`config.mk`:
```
export PLATFORM = sky130hd
export DESIGN_NAME = uart_boot_loader
export DESIGN_NICKNAME = d
export VERILOG_FILES = /design/src/rtl/uart_boot_loader.sv
export SDC_FILE = /design/constraint.sdc
export NUM_CORES = 1
export LEC_CHECK = 0
export BUFFER_PORTS_ARGS = -buffer_cell sky130_fd_sc_hd__buf_2
export CORE_MARGIN = 2
export CORE_UTILIZATION = 25
export DETAILED_ROUTE_END_ITERATION = 10
export PLACE_DENSITY = 0.49
export SKIP_LAST_GASP = 1
export SYNTH_ARGS = -nofsm -noshare
export SYNTH_HDL_FRONTEND = slang
export SYNTH_SLANG_ARGS = --single-unit
export TNS_END_PERCENT = 50
```
`constraint.sdc`:
```
create_clock -name clk -period 9.8 [get_ports clk]
set_input_delay 1.96 -clock clk [delete_from_list [all_inputs] [get_ports clk]]
set_output_delay 1.96 -clock clk [all_outputs]
set_load 0.1 [all_outputs]
```
`src/rtl/uart_boot_loader.sv`:
```
// rtl/uart_boot_loader.sv - UART image loader that fills i_ram and then releases the CPU
//
// Receives an 8N1 byte stream, parses frames of the form
//   0xA5, LEN_HI, LEN_LO, LEN x {data_hi, data_lo}, CHK
// and writes each 16-bit word to instruction memory. CHK is the mod-256 sum of every
// byte after the sync byte. A checksum-valid frame ends in DONE, which releases the CPU.
//
// Ports:
//   clk          system clock, rising edge
//   rst          asynchronous active-high reset
//   rx           UART receive line (idle high, asynchronous to clk)
//   imem_w_addr  i_ram word write address
//   imem_din     i_ram write data
//   imem_w_en    i_ram write strobe, one cycle per word
//   cpu_hold     1 while the CPU must stay in reset
//   done         image loaded with a matching checksum (sticky until rst)
//   error        last frame was bad (sticky until the next accepted sync byte)
module uart_boot_loader #(
    parameter int CLKS_PER_BIT = 434,
    parameter int IMEM_DEPTH   = 4096
) (
    input  logic        clk,
    input  logic        rst,
    input  logic        rx,
    output logic [15:0] imem_w_addr,
    output logic [15:0] imem_din,
    output logic        imem_w_en,
    output logic        cpu_hold,
    output logic        done,
    output logic        error
);
    localparam int CW = $clog2(CLKS_PER_BIT);
    localparam logic [CW-1:0] BIT_LAST  = CW'(CLKS_PER_BIT - 1);
    localparam logic [CW-1:0] HALF_LAST = CW'(CLKS_PER_BIT / 2 - 1);

    // ---------------- 8N1 receiver ----------------
    logic          rx_meta, rx_sync, rx_prev;
    logic          rx_busy;
    logic [CW-1:0] clk_cnt;
    logic [3:0]    bit_cnt;   // 0 = start bit, 1..8 = data bits, 9 = stop bit
    logic [7:0]    shift;
    logic [7:0]    rx_byte;
    logic          byte_valid;
    logic          frame_err;

    always_ff @(posedge clk or posedge rst) begin
        if (rst) begin
            rx_meta    <= 1'b1;
            rx_sync    <= 1'b1;
            rx_prev    <= 1'b1;
            rx_busy    <= 1'b0;
            clk_cnt    <= '0;
            bit_cnt    <= 4'd0;
            shift      <= 8'h00;
            rx_byte    <= 8'h00;
            byte_valid <= 1'b0;
            frame_err  <= 1'b0;
        end else begin
            rx_meta    <= rx;
            rx_sync    <= rx_meta;
            rx_prev    <= rx_sync;
            byte_valid <= 1'b0;
            frame_err  <= 1'b0;
            if (!rx_busy) begin
                if (rx_prev && !rx_sync) begin
                    rx_busy <= 1'b1;
                    clk_cnt <= '0;
                    bit_cnt <= 4'd0;
                end
            end else if (bit_cnt == 4'd0) begin
                // Mid start bit: a high line here means the falling edge was a glitch.
                if (clk_cnt == HALF_LAST) begin
                    clk_cnt <= '0;
                    if (rx_sync) rx_busy <= 1'b0;
                    else         bit_cnt <= 4'd1;
                end else begin
                    clk_cnt <= clk_cnt + 1'b1;
                end
            end else if (clk_cnt != BIT_LAST) begin
                clk_cnt <= clk_cnt + 1'b1;
            end else begin
                clk_cnt <= '0;
                if (bit_cnt == 4'd9) begin
                    rx_busy <= 1'b0;
                    if (rx_sync) begin
                        byte_valid <= 1'b1;
                        rx_byte    <= shift;
                    end else begin
                        frame_err  <= 1'b1;
                    end
                end else begin
                    shift   <= {rx_sync, shift[7:1]};
                    bit_cnt <= bit_cnt + 4'd1;
                end
            end
        end
    end

    // ---------------- frame state machine ----------------
    typedef enum logic [2:0] {
        S_SYNC, S_LEN_HI, S_LEN_LO, S_DATA_HI, S_DATA_LO, S_CHECK, S_DONE, S_ERR
    } state_t;

    state_t      state, state_n;
    logic [7:0]  sum, sum_n, hi, hi_n;
    logic [15:0] len, len_n, addr, addr_n, waddr_n, din_n;
    logic        w_en_n, done_n, error_n;

    always_comb begin
        state_n = state;
        sum_n   = sum;
        hi_n    = hi;
        len_n   = len;
        addr_n  = addr;
        waddr_n = imem_w_addr;
        din_n   = imem_din;
        w_en_n  = 1'b0;
        done_n  = done;
        error_n = error;
        case (state)
            S_SYNC: if (byte_valid && rx_byte == 8'hA5) begin
                sum_n   = 8'h00;
                addr_n  = 16'h0000;
                error_n = 1'b0;
                state_n = S_LEN_HI;
            end
            S_LEN_HI: if (byte_valid) begin
                hi_n    = rx_byte;
                sum_n   = sum + rx_byte;
                state_n = S_LEN_LO;
            end
            S_LEN_LO: if (byte_valid) begin
                len_n = {hi, rx_byte};
                sum_n = sum + rx_byte;
                if (len_n > 16'(IMEM_DEPTH)) state_n = S_ERR;
                else if (len_n == 16'h0000)  state_n = S_CHECK;
                else                         state_n = S_DATA_HI;
            end
            S_DATA_HI: if (byte_valid) begin
                hi_n    = rx_byte;
                sum_n   = sum + rx_byte;
                state_n = S_DATA_LO;
            end
            S_DATA_LO: if (byte_valid) begin
                sum_n   = sum + rx_byte;
                din_n   = {hi, rx_byte};
                waddr_n = addr;
                w_en_n  = 1'b1;
                addr_n  = addr + 16'd1;
                state_n = (addr_n == len) ? S_CHECK : S_DATA_HI;
            end
            S_CHECK: if (byte_valid) begin
                if (rx_byte == sum) begin
                    done_n  = 1'b1;
                    state_n = S_DONE;
                end else begin
                    state_n = S_ERR;
                end
            end
            S_DONE: state_n = S_DONE;
            S_ERR: begin
                error_n = 1'b1;
                state_n = S_SYNC;
            end
            default: state_n = S_SYNC;
        endcase
        // A broken byte inside a frame kills the frame; while hunting for sync it is noise.
        if (frame_err && state != S_SYNC && state != S_DONE) state_n = S_ERR;
    end

    always_ff @(posedge clk or posedge rst) begin
        if (rst) begin
            state       <= S_SYNC;
            sum         <= 8'h00;
            hi          <= 8'h00;
            len         <= 16'h0000;
            addr        <= 16'h0000;
            imem_w_addr <= 16'h0000;
            imem_din    <= 16'h0000;
            imem_w_en   <= 1'b0;
            done        <= 1'b0;
            error       <= 1'b0;
        end else begin
            state       <= state_n;
            sum         <= sum_n;
            hi          <= hi_n;
            len         <= len_n;
            addr        <= addr_n;
            imem_w_addr <= waddr_n;
            imem_din    <= din_n;
            imem_w_en   <= w_en_n;
            done        <= done_n;
            error       <= error_n;
        end
    end

    assign cpu_hold = ~done;

endmodule

```
After elaboration in Yosys (flattened, before gate mapping)

Cells that the tools add are included.

Flip-flop bits (word level): 121
Logic and storage cells: 132

Reduce and logical (&&, ||, !) cells: 26
Bitwise gates (word level): 4
Order comparisons: 1
Multiplexer cells: 50
Equality and inequality tests: 27
$add $sub $neg: 4

Operators with widths:

| cell                                                                   | count |
|---|---|
| 9-bit 2-to-1 mux                                                       | 5 |
| 16-bit 2-to-1 mux                                                      | 2 |
| 16-bit case mux with 2 select lines                                    | 1 |
| 3-bit 2-to-1 mux                                                       | 10 |
| 3-bit != test, second input constant                                   | 10 |
| 4-bit 2-to-1 mux                                                       | 7 |
| 3-bit case mux with 8 select lines                                     | 1 |
| 1-bit 2-to-1 mux                                                       | 20 |
| 16-bit by 1-bit adder with 16-bit output, second input constant        | 1 |
| 16-bit equality test                                                   | 1 |
| 16-bit by 13-bit > comparator with 1-bit output, second input constant | 1 |
| 16-bit logical NOT                                                     | 1 |
| 8-bit 2-to-1 mux                                                       | 2 |
| 8-bit case mux with 2 select lines                                     | 1 |
| 3-bit equality test, second input constant                             | 4 |
| 5-bit AND reduction                                                    | 2 |
| 9-bit by 1-bit adder with 9-bit output, second input constant          | 1 |
| 9-bit by 8-bit equality test with 1-bit output, second input constant  | 1 |
| 9-bit != test, second input constant                                   | 1 |
| 3-bit AND reduction                                                    | 3 |
| 8-bit adder                                                            | 1 |
| 8-bit equality test                                                    | 1 |
| 8-bit equality test, second input constant                             | 1 |
| 2-bit AND reduction                                                    | 4 |
| 19 further kinds                                                       | 30 |

Longest topological paths before layout

Depth in word-level cells: 6
Gate-level depth with buffers: 10
Gate-level depth less buffers: 8

Worst setup path before layout

OpenSTA, ideal clock, no wires.

Path type: register to output
Start point: register done
End point: output port cpu_hold
Arrival: 1.584 ns
Stages on the path, launching flop included: 2
Path slack: 6.256 ns
Path through: dfrtp_1 > inv_1

Word-level cells in the longest chain between the ends: 1

Ends and longest elaborated chain:

| what                   | RTL line | text |
|---|---|---|
| start, declared        | 29       | `output logic done,` |
| start signal, assigned | 192      | `done <= done_n;` |
| 1-bit inverter         | 197      | `assign cpu_hold = ~done;` |
| end, declared          | 28       | `output logic cpu_hold,` |

Every way passes these cells.

Worst setup path after layout

Same ends and word-level chain as after synthesis.

==> metrics.txt <==
RSZ-0062 raised after global routing=no; die area=~26000 sq um; worst min-delay path category=reg -> reg; Post-Syn Area=a little over 6000 sq um; Pins Over Slew Limit=0; leakage power=~0.0035 uW; routed wire length=13870 um; WHS Endpoint=rx_sync; adder-cell share of the synthesized area=under 10%; fin crit share=roughly 33%; area grow syn2layout=18.05%; Compound-Gate Fraction of Synth Area=between 10% and 20%; RD Place Congestion=roughly 0.74; placed cells=about 950; crit path DAT=1.29 ns; core area=approximately 24000 sq um; type of the worst setup path=reg -> out; initial antenna violation count=0; Hold Crit Start=rx_meta; crit path launch type=flop; clk_skew=between 0.007 and 0.008 ns; post-synthesis simple-gate area fraction=roughly a fifth; post-DR wirelength/cell=14.21 um; final hold violation count=0; Post-CTS Resized=0; Power Density=between 150 and 200 nW/um^2; Total GRT Usage=11.43%; worst vdd ir=approximately 0.087 mV; dominant synthesized flop cell=dfrtp_1; Hold Buf Count CTS=0; row count=57; Synth top area share=roughly half; XOR/XNOR Fraction of Synth Area=~3.7%; Mapped Cells=between 600 and 700; worst reg2reg setup slack=approximately 7.1 ns; Post-Syn Area per Cell=9.964 sq um; Max Cap Violations=0; Non-Filler Instances=976; Initial DRC Count=~250; Ports=39; first-pass GRT wire length=23450 um; CTS tree=yes; vias in the first global route=between 4000 and 5000; EDFF count, synth=0; final hold slack=0.3555 ns; Detailed Routing Iterations Pass 1=4; final setup fails=0; cts bufs inserted=17; Initial Utilization=approximately a quarter; DRT antenna net count=0; Slew @ Worst Pin=0.9149 ns; nets@finish=659; share of cells above drive strength 1=19.94%; Final min period=between 3 and 4 ns; Rel. slew slack=between 30 and 40%; routed via count=between 4000 and 5000; f_max=a little over 0.3 GHz; diode count=0; Clock Latency Late Sink=approximately 0.41 ns; total power=between 1000 and 1500 uW; mux cell area share after synthesis=approximately 7.7%; CTS Sinks=~120; Synth Net Count=roughly 630; reg2reg start=addr[0]; synth top area cells=dfrtp_1 (49%), nand2_1 (7.9%), mux2_2 (7.4%); DRC viols=0; critical register-to-register path endpoint=state[1]; CTS HTree Levels=4; WP data required=around 7.8 ns; Clock Tree Buf Depth=2; I/O Buffers=38; run status=completed; postcts setup bufs=0; Post-DP HPWL=about 9300 um; Netlist cell types=74; Die H=approximately 160 um; largest family of logic cells by synthesized area=simple AND/OR/NAND/NOR gates; Setup TNS=0 ns; root buffer cell=clkbuf_16; Reg2Reg Depth=7; Yosys top cell by area=dfrtp_1; GR Overflow Total=0; ys async rst share=100.0%; CP Capture Type=primary output; WHS Path Cells=0; Synth Warn #=0; Critical Path Fanout Max=3; Die W=roughly 160 um; Clk pin slew, worst setup/hold paths=about 0.050 ns; Seq/Total Area, Yosys=49.88%; Fillers=~2600; vias per inst=4.578; largest net degree at the start of global routing=70; register bit total from synthesis=roughly 120
==> cell usage in the layout (no fill, tap or decap), types with 6 or more instances in the layout <==
master     Yosys  layout
a21oi_1       17      17
a31oi_1        6       6
and2_1         6       6
buf_2          5      38
clkbuf_16      0      17
dfrtp_1      118     118
ha_1          14      14
inv_1         17      16
mux2_2        40      40
nand2_1      128     127
nand3_1       13      13
nor2_1        22      22
nor2b_1        6       6
nor3_1         7       7
nor4_1         6       6
o21ai_0       52      52
o31ai_1       12      12
xnor2_1       16      16
xor2_1        10      10
==> per-layer routing <==
layer / part of all wire, % / global-route usage, %
met1: 48 / 15.06
met2: 49 / 18.32
met3: 2.8 / 3.143
met4: 0.81 / 3.522
met5: 0 / 0
==> worst max path at each step <==
stage          start        endpoint
6_report        done        cpu_hold
5_1_grt         done        cpu_hold
4_1_cts         done        cpu_hold
3_5_place_dp     rst  imem_w_addr[7]
3_3_place_gp     rst         addr[4]
2_1_floorplan    rst         addr[0]
==> final cells by class <==
cell class / count / area [sq um] / area share, %
clock buffer: 21 / 460.4 / 6.417
clock inverter: 9 / 147.6 / 2.058
inverter: 17 / 66.31 / 0.9242
multi-input combinational: 442 / 2844 / 39.63
sequential: 121 / 3032 / 42.25
tap: 324 / 405.4 / 5.650
timing repair buffer: 42 / 220.2 / 3.069
==> report_power, final <==
group	switching, uW	total, uW	internal, uW
clock network	218	652	434
registers	21.5	536	514
logic	36.4	58.6	22.3
==> per-stage QoR <==
stage                     util (%)  setup WS (ns)  area [sq um]
after CTS                    29.77          6.510          7176
after floorplan                  -          4.631          6078
after detailed placement     27.24          6.208          6568
after global routing         29.77          6.480          7176
final                        29.77          6.553          7176
after global placement       27.24          6.192          6568
==> synthesized netlist by cell type (2+ instances only) <==
cell and n:
nand2_1 128, dfrtp_1 118, o21ai_0 52, mux2_2 40
nor2_1 22, clkbuf_1 20, a21oi_1 17, inv_1 17
xnor2_1 16, ha_1 14, nand3_1 13, o31ai_1 12
xor2_1 10, nor3_1 7, a31oi_1 6, and2_1 6
nor2b_1 6, nor4_1 6, buf_2 5, nand2b_1 5
nand4_1 5, a21o_1 4, a22o_1 4, and3_1 4
or4_1 4, dfstp_2 3, nand3b_1 3, or3_1 3
a211oi_1 2, a32oi_1 2, and2_0 2, and3_4 2
mux2i_1 2, nand4b_1 2, nor3_2 2, nor3b_1 2
o21a_1 2, o21ai_1 2, o21bai_1 2, o22a_1 2
o22ai_1 2, o41ai_1 2
==> critical path, stage by stage, from the launching register on <==
cell	delay (ns)
dfrtp_1	0.41
inv_1	0.06
buf_2	0.41
==> registers in the layout (all words and copies together), names as in the netlist, 3 cells and up <==
signal / flops
imem_w_addr: 16
len: 16
state: 3
clk_cnt: 9
addr: 16
shift: 8
imem_din: 16
sum: 8
bit_cnt: 4
hi: 8
rx_byte: 8
==> kinds of logic after synthesis <==
logic type | Yosys count
xor+xnor | 26
flops | 121
simple gates | 236
compound gates | 123
buf+inv | 47
mux | 42
fa+ha+maj | 15
Note: power is estimated with default switching activity, not from simulation.
